==> config.mk <==
export PLATFORM = sky130hd
export DESIGN_NAME = copper_bus_arb
export DESIGN_NICKNAME = d
export VERILOG_FILES = /design/src/rtl/copper_arb_pkg.sv /design/src/rtl/copper_bus_arb.sv
export SDC_FILE = /design/constraint.sdc
export NUM_CORES = 1
export LEC_CHECK = 0
export ABC_AREA = 1
export CAP_MARGIN = 20
export CELL_PAD_IN_SITES_DETAIL_PLACEMENT = 1
export CELL_PAD_IN_SITES_GLOBAL_PLACEMENT = 1
export CORE_MARGIN = 3
export CORE_UTILIZATION = 15
export CTS_CLUSTER_SIZE = 10
export DETAILED_ROUTE_END_ITERATION = 10
export HOLD_SLACK_MARGIN = 0.15
export PLACE_DENSITY = 0.79
export SYNTH_ARGS = -nofsm -noshare
export SYNTH_HDL_FRONTEND = slang
export SYNTH_SLANG_ARGS = --single-unit
==> constraint.sdc <==
create_clock -name clk_i -period 2.23 [get_ports clk_i]
set_clock_uncertainty 0.1 [all_clocks]
set_input_delay 0.5575 -clock clk_i [delete_from_list [all_inputs] [get_ports clk_i]]
set_output_delay 0.5575 -clock clk_i [all_outputs]
set_load 0.005 [all_outputs]
==> src/rtl/copper_arb_pkg.sv <==
// copper_arb_pkg: shared types for the copper/CPU bus arbiter.
//   arb_state_e : arbiter FSM state (2-bit)
//   GNT_*       : one-hot grant encodings seen on gnt_o
//   bus_req_t   : master-side request bundle routed to the slave port
package copper_arb_pkg;

  typedef enum logic [1:0] {
    ARB_IDLE  = 2'd0,
    ARB_M0    = 2'd1,
    ARB_M1    = 2'd2,
    ARB_ABORT = 2'd3
  } arb_state_e;

  localparam logic [1:0] GNT_NONE = 2'b00;
  localparam logic [1:0] GNT_M0   = 2'b01;
  localparam logic [1:0] GNT_M1   = 2'b10;

  typedef struct packed {
    logic        cyc;
    logic        stb;
    logic        we;
    logic [3:0]  sel;
    logic [31:0] adr;
    logic [31:0] dat;
  } bus_req_t;

endpackage

==> src/rtl/copper_bus_arb.sv <==
// copper_bus_arb: two-master arbiter for the system-bus master port.
//   Master 0 = copper list engine (fixed priority), master 1 = CPU video path.
//   A starvation counter forces a CPU grant after STARVE_LIM lost cycles, and
//   a bus timeout turns a missing ack into an error so neither master hangs.
// Ports:
//   clk_i, rst_ni                  clock, async active-low reset
//   m{0,1}_cyc/stb/we/sel/adr/dat_i  master requests
//   m{0,1}_ack/err/dat_o           master completions (only granted master sees them)
//   cyc/stb/we/sel/adr/dat_o       slave-side bus (all 0 when idle or aborting)
//   ack_i, err_i, dat_i            slave completion
//   gnt_o                          one-hot grant, 00 when no master owns the bus
//   tmo_o                          one-cycle pulse per timeout abort
module copper_bus_arb
  import copper_arb_pkg::*;
#(
  parameter int STARVE_LIM = 15,
  parameter int TIMEOUT    = 255
) (
  input  logic        clk_i,
  input  logic        rst_ni,
  input  logic        m0_cyc_i,
  input  logic        m0_stb_i,
  input  logic        m0_we_i,
  input  logic [3:0]  m0_sel_i,
  input  logic [31:0] m0_adr_i,
  input  logic [31:0] m0_dat_i,
  output logic        m0_ack_o,
  output logic        m0_err_o,
  output logic [31:0] m0_dat_o,
  input  logic        m1_cyc_i,
  input  logic        m1_stb_i,
  input  logic        m1_we_i,
  input  logic [3:0]  m1_sel_i,
  input  logic [31:0] m1_adr_i,
  input  logic [31:0] m1_dat_i,
  output logic        m1_ack_o,
  output logic        m1_err_o,
  output logic [31:0] m1_dat_o,
  output logic        cyc_o,
  output logic        stb_o,
  output logic        we_o,
  output logic [3:0]  sel_o,
  output logic [31:0] adr_o,
  output logic [31:0] dat_o,
  input  logic        ack_i,
  input  logic        err_i,
  input  logic [31:0] dat_i,
  output logic [1:0]  gnt_o,
  output logic        tmo_o
);

  localparam logic [3:0] SLIM = 4'(STARVE_LIM);
  localparam logic [7:0] TLIM = 8'(TIMEOUT);

  arb_state_e state_q, state_d;
  logic       own_q, own_d;     // owner of the current/aborted cycle: 1 = M1
  logic [3:0] starve_cnt_q, starve_cnt_d;
  logic [7:0] tmo_cnt_q, tmo_cnt_d;

  bus_req_t m0_req, m1_req, bus;
  logic     granted, cur_cyc, starved, tmo_hit;

  assign m0_req = {m0_cyc_i, m0_stb_i, m0_we_i, m0_sel_i, m0_adr_i, m0_dat_i};
  assign m1_req = {m1_cyc_i, m1_stb_i, m1_we_i, m1_sel_i, m1_adr_i, m1_dat_i};

  assign granted = (state_q == ARB_M0) || (state_q == ARB_M1);
  assign cur_cyc = own_q ? m1_cyc_i : m0_cyc_i;
  assign starved = (starve_cnt_q == SLIM) && m1_cyc_i;
  // An ack/err landing on the terminal count wins over the timeout.
  assign tmo_hit = granted && (tmo_cnt_q == TLIM) && !ack_i && !err_i;

  // State register
  always_ff @(posedge clk_i or negedge rst_ni) begin
    if (!rst_ni) begin
      state_q <= ARB_IDLE;
      own_q   <= 1'b0;
    end else begin
      state_q <= state_d;
      own_q   <= own_d;
    end
  end

  // Next-state logic
  always_comb begin
    state_d = state_q;
    own_d   = own_q;
    unique case (state_q)
      ARB_IDLE: begin
        if (m0_cyc_i && !starved) begin
          state_d = ARB_M0;
          own_d   = 1'b0;
        end else if (m1_cyc_i) begin
          state_d = ARB_M1;
          own_d   = 1'b1;
        end
      end
      ARB_M0, ARB_M1: begin
        // Owner dropping cyc always ends the tenure; a forced IDLE cycle
        // separates consecutive grants.
        if (!cur_cyc)     state_d = ARB_IDLE;
        else if (tmo_hit) state_d = ARB_ABORT;
      end
      ARB_ABORT: begin
        if (!cur_cyc) state_d = ARB_IDLE;
      end
      default: state_d = ARB_IDLE;
    endcase
  end

  // Output logic: slave mux and return path are combinational from state_q
  always_comb begin
    bus      = '0;
    gnt_o    = GNT_NONE;
    m0_ack_o = 1'b0;
    m0_err_o = 1'b0;
    m0_dat_o = '0;
    m1_ack_o = 1'b0;
    m1_err_o = 1'b0;
    m1_dat_o = '0;
    unique case (state_q)
      ARB_M0: begin
        bus      = m0_req;
        gnt_o    = GNT_M0;
        m0_ack_o = ack_i;
        m0_err_o = err_i | tmo_hit;
        m0_dat_o = dat_i;
      end
      ARB_M1: begin
        bus      = m1_req;
        gnt_o    = GNT_M1;
        m1_ack_o = ack_i;
        m1_err_o = err_i | tmo_hit;
        m1_dat_o = dat_i;
      end
      default: ;
    endcase
  end

  assign cyc_o = bus.cyc;
  assign stb_o = bus.stb;
  assign we_o  = bus.we;
  assign sel_o = bus.sel;
  assign adr_o = bus.adr;
  assign dat_o = bus.dat;
  assign tmo_o = tmo_hit;

  // Counters
  always_comb begin
    tmo_cnt_d = tmo_cnt_q;
    if (!granted)               tmo_cnt_d = '0;  // held clear so entry starts at 0
    else if (ack_i || err_i)    tmo_cnt_d = '0;
    else if (stb_o && tmo_cnt_q != TLIM) tmo_cnt_d = tmo_cnt_q + 8'd1;

    starve_cnt_d = starve_cnt_q;
    if (state_q == ARB_IDLE && state_d == ARB_M1)
      starve_cnt_d = '0;
    else if (m1_cyc_i && gnt_o != GNT_M1 && starve_cnt_q != SLIM)
      starve_cnt_d = starve_cnt_q + 4'd1;
  end

  always_ff @(posedge clk_i or negedge rst_ni) begin
    if (!rst_ni) begin
      tmo_cnt_q    <= '0;
      starve_cnt_q <= '0;
    end else begin
      tmo_cnt_q    <= tmo_cnt_d;
      starve_cnt_q <= starve_cnt_d;
    end
  end

endmodule

* Word-level counts from Yosys, hierarchy flattened
Index checks and enable logic that the tools add are counted.
** Storage, ports and cells
- Register bits after elaboration :: 15
- Output and inout port bits :: 142
- Logic and storage cells :: 58
** Operators by class
- $add $sub $neg :: 2
- Equality and inequality tests :: 10
- Mux-type cells :: 22
- Bitwise logic cells :: 1
- Reductions and logical operators :: 19
** Operator list (count)
- one-hot mux 71 bit (2 select lines) :: 1
- two-way mux 32 bit :: 2
- two-way mux 8 bit :: 3
- two-way mux 2 bit :: 5
- logical AND 1 bit :: 9
- adder 8 x 1 -> 8 bit, second input constant :: 1
- equality test 8 bit, second input constant :: 1
- two-way mux 4 bit :: 2
- inequality test 8 bit, second input constant :: 1
- two-way mux 1 bit :: 7
- equality test 2 bit, second input constant :: 3
- one-hot mux 2 bit (3 select lines) :: 1
- adder 4 x 1 -> 4 bit, second input constant :: 1
- equality test 4 bit, second input constant :: 1
- inequality test 4 bit, second input constant :: 1
- one-hot mux 2 bit (2 select lines) :: 1
- nonzero test 2 bit :: 2
- logical NOT 1 bit :: 3
- inequality test 3 x 1 -> 1 bit, second input constant :: 1
- equality test 2 x 1 -> 1 bit, second input constant :: 1
- logical NOT 2 bit :: 1
- logical OR 1 bit :: 2
- inequality test 2 bit, second input constant :: 1
- AND reduction 2 bit :: 1
- 2 further kinds :: 2

* Longest topological paths before layout
Gate-level depths: netlist of the first run.
- Depth after elaboration :: 11
- Depth in mapped cells :: 11
- Gate-level depth less buffers :: 11

* Least setup slack after synthesis of the first run
OpenSTA, ideal clock, no wires.
- Path type :: register to output
- Start :: reg state_q[0]
- End :: out adr_o[0]
- Arrival time :: 1431 ps
- Data required time :: 1572 ps
- Path slack :: 141 ps
- Stages on the path, launching flop included :: 7
- Path buffers :: 2
- Path through :: dfrtp_1 inv_1 ha_1 inv_1 buf_2 buf_2 a21oi_1
** On the way
- Cells in the longest elaborated chain, start to end :: 2
** RTL lines
- start: declaration :: line copper_bus_arb.sv:55 : arb_state_e state_q, state_d;
- start signal: assignment :: line copper_bus_arb.sv:78 : state_q <= state_d;
- equality test 2 bit / equality test 2 x 1 -> 1 bit (equally long branches) :: line copper_bus_arb.sv:120 : unique case (state_q)
- one-hot mux 71 bit (2 select lines) (*) :: line copper_bus_arb.sv:120
- end: declaration :: line copper_bus_arb.sv:43 : output logic [31:0] adr_o,
Every way passes the cells marked *; elsewhere a longest branch is shown, timed or not.

* Worst setup path in the final report of the first run
- Start :: reg state_q[0]
- End :: out adr_o[4]
Same word-level chain as after synthesis.

==> results of run 1 <==
path summary, 6_finish.rpt:
check	from	to	slack (ns)	cells after the start
hold / removal	tmo_cnt_q[7]$_DFFE_PN0P_	tmo_cnt_q[7]$_DFFE_PN0P_	0.47	2
hold reg to reg	tmo_cnt_q[7]$_DFFE_PN0P_	tmo_cnt_q[7]$_DFFE_PN0P_	0.47	2
setup reg to reg	state_q[0]$_DFF_PN0_	tmo_cnt_q[1]$_DFFE_PN0P_	0.15	12
setup / recovery	state_q[0]$_DFF_PN0_	adr_o[4]	-0.24	10
max in group asynchronous	rst_ni	starve_cnt_q[1]$_DFFE_PN0P_	1.30	2
min in group asynchronous	rst_ni	tmo_cnt_q[4]$_DFFE_PN0P_	0.53	2
layer usage:
| metal | part of all wire | up-vias | GRT usage |
|---|---|---|---|
| li1 | - | 2475 | - |
| met1 | 0.38 | 2483 | 0.241 |
| met2 | 0.55 | 168 | 0.419 |
| met3 | 0.046 | 39 | 0.0292 |
| met4 | 0.024 | 0 | 0.0454 |
| met5 | 0 | - | 0 |
power by group:
part | total, mW | leakage, nW | switching, mW | internal (mW)
combinational | 8.30 | 4.06 | 3.92 | 4.38
clock | 0.370 | 0.0382 | 0.126 | 0.243
sequential | 0.396 | 0.200 | 0.0590 | 0.337
flip-flops by register name, summed over array words and instances, names as in the netlist:
name / cells
tmo_cnt_q: 8
state_q: 2
own_q: 1
starve_cnt_q: 4
cell usage after synthesis:
| library cell | n |
|---|---|
| nand3_2 | 1 |
| dfrtp_1 | 15 |
| nand2_4 | 2 |
| nor3_1 | 1 |
| xor2_1 | 2 |
| nand2_2 | 4 |
| nor2_2 | 1 |
| xnor2_1 | 1 |
| nor2_1 | 19 |
| o21bai_1 | 2 |
| nand4_1 | 2 |
| a31oi_1 | 1 |
| clkbuf_1 | 8 |
| nand2_1 | 247 |
| nor2_8 | 1 |
| ha_1 | 8 |
| o21ai_0 | 2 |
| a21oi_1 | 75 |
| nand3_1 | 20 |
| buf_2 | 24 |
| o21ai_1 | 1 |
| nor2_4 | 2 |
| nand3_4 | 1 |
| o22ai_2 | 1 |
| o211ai_1 | 1 |
| inv_1 | 94 |
critical path: cells and delay by family, from the launching register on:
| kind | cells | cell delay (ns) |
|---|---|---|
| buffers and inverters | 7 | 0.88 |
| DFF | 1 | 0.39 |
| adders and majority gates | 1 | 0.17 |
| and+or+nand+nor | 1 | 0.06 |
| AOI/OAI and AO/OA | 1 | 0.05 |
area by class of cell:
| type | instances | area share |
|---|---|---|
| clock buffer | 4 | 0.00944 |
| sequential | 15 | 0.0449 |
| timing repair buffer | 452 | 0.547 |
| inverter | 94 | 0.0436 |
| tap | 225 | 0.0337 |
| multi-input combinational | 395 | 0.321 |
kinds of logic (layout without fill, tap and decap cells):
group | after synthesis | in the layout | synth area share
xor gates and xnor gates | 3 | 3 | 0.00982
AOI/OAI and AO/OA | 83 | 83 | 0.161
DFF | 15 | 15 | 0.140
and+or+nand+nor | 301 | 301 | 0.463
adders and majority gates | 8 | 8 | 0.0374
buffers and inverters | 126 | 550 | 0.188
repair_timing:
action / in CTS / in global routing
endpoints found under the hold margin: 0 / 0
gates resized for setup: 653 / 283
pin swaps: 30 / 36
cloned: 18 / 5
buffers inserted: 49 / 13
endpoints found under the setup margin: 141 / 140
through the flow:
stage	instance area (µm²)	cells	total power, mW
2_1_floorplan	2680	536	2.22
3_3_place_gp	6540	1105	5.18
3_5_place_dp	6540	1105	5.26
4_1_cts	7610	1175	7.73
5_1_grt	8350	1185	9.57
6_report	8350	1185	9.07
==> metrics.log, run 1 <==
[metrics] DRC violation count after routing: 0
[metrics] Clock Latency Late Sink: 0.25 ns
[metrics] number of nets in the layout: 1147
[metrics] violated checks: negative setup slack
[metrics] last weighted congestion value of the routability-driven placer: 0.825
[metrics] routed len/inst: 20.1 µm
[metrics] worst hold path type: register to register
[metrics] slowest cell on the critical path: dfrtp_1
[metrics] number of synthesized register bits: 15
[metrics] transition time at the pin with the least slew margin: 0.299 ns
[metrics] post-synthesis sequential area ratio: 0.140
[metrics] Post-Synthesis Mean Instance Area: 4.99 µm²
[metrics] maximum frequency from static timing analysis: approximately 410 MHz
[metrics] I/O pins: 320
[metrics] pre-CTS worst setup slack: -0.353 ns
[metrics] Worst path max stage delay: 0.39 ns
[metrics] power density over the cells: 1090 nW/µm²
[metrics] TritonCTS Buffers: 3
[metrics] minimum clock period after layout: 2.47 ns
[metrics] Die Y: between 100 and 150 µm
[metrics] critical path launch point type: register
[metrics] count of antenna-violating nets left after detailed routing: 0
[metrics] CTS Hold Bufs: 0
[metrics] total wirelength of the detailed-routed design: roughly 24000 µm
[metrics] Worst Path Max Fanout: 5
[metrics] highest ir drop seen on vdd: approximately 0.69 mV
[metrics] most frequent standard cell in the layout excluding fill and tap cells: clkdlybuf4s50_1
[metrics] vias in the first global route: 5443
[metrics] total number of vias: 5165
[metrics] count of buffers inserted at the top-level ports: 319
[metrics] site row count: 48
[metrics] grt total ovfl: 0
[metrics] clock transition at the registers of the reported paths: about 0.050 ns
[metrics] first drt pass iteration count: 4
[metrics] post-synthesis cell type with the largest combined area: nand2_1
[metrics] Die Area: 19500 µm²
[metrics] Mapped Nets: 722
[metrics] post-route core utilization: 0.481
[metrics] worst setup path category: register to output pin
[metrics] Die Width: 140 µm
[metrics] synthesized netlist cell count: 536
[metrics] DRC marker count from the first detailed-route iteration: 123
[metrics] global-route total usage across every layer: 0.213
[metrics] endpoints failing hold: 0
[metrics] core area: 17400 µm²
[metrics] top cells by area in the synthesized netlist: nand2_1, a21oi_1, dfrtp_1, inv_1, buf_2
[metrics] H-tree depth: 1
[metrics] RSZ-0062 raised after global routing: true
[metrics] area taken by flip-flops and latches: 375 µm²
[metrics] number of vias per cell after detailed routing: between 4 and 5
[metrics] final setup slack of the worst path: -0.235 ns
[metrics] first-pass GRT wire length: 32700 µm
[metrics] maximum number of buffers from clock root to sink: 2
[metrics] YS warnings: 0
[metrics] aggregate negative setup slack: -11.32 ns
[metrics] root buffer cell: clkbuf_16
[metrics] area of the mapped netlist: 2680 µm²
[metrics] area of the multi-input gates: 2690 µm²
[metrics] leakage power of the design: 4.30 nW
[metrics] data arrival time of the critical path: 1.81 ns
[metrics] clock tree from TritonCTS: built
[metrics] cell breakdown of the critical path: buf_6 -> ha_4 -> buf_12 -> buf_12 -> buf_8 -> buf_16 -> buf_8 -> nand2_2 -> a21oi_2 -> buf_2
[metrics] share of final-layout standard cells stronger than drive strength 1: 0.517
[metrics] initial core utilization: 0.154
[metrics] portion of synthesized cell area occupied by the leading cell type: 0.346
[metrics] number of maximum-capacitance constraint violations: 0
[metrics] tightest slew margin relative to the limit: 0.800
[metrics] CP required: 1.57 ns
[metrics] Distinct cells, synth: 26
[metrics] HPWL after detailed placement: 14300 µm
[metrics] clock sinks: 15
[metrics] number of fillers in the final layout: around 2100
[metrics] kind of capture point of the worst setup path: output pin
[metrics] maximum number of pins on one net before global-route repair: 20
[metrics] antenna violations before repair: 0
[metrics] number of max-slew violations in the final report: 0
[metrics] final clock period utilization by the worst path: 1.11
[metrics] number of diodes: 0
[metrics] Min Hold Slack: 0.474 ns
[metrics] final setup vio count: 94
[metrics] outcome: finished with violations
[metrics] most frequent cells in the layout: clkdlybuf4s50_1, nand2_1, buf_2
[metrics] signed area change from the synthesized netlist to the final layout: 212%
Note: power is estimated with default switching activity, not from simulation.
==> run 2: changes to the inputs <==
--- a/config.mk
+++ b/config.mk
@@ -6,7 +6,6 @@
 export NUM_CORES = 1
 export LEC_CHECK = 0
 export ABC_AREA = 1
-export CAP_MARGIN = 20
 export CELL_PAD_IN_SITES_DETAIL_PLACEMENT = 1
 export CELL_PAD_IN_SITES_GLOBAL_PLACEMENT = 1
 export CORE_MARGIN = 3
==> results of run 2 <==
Final layout, timing and power as in run 1 (identical DEF).
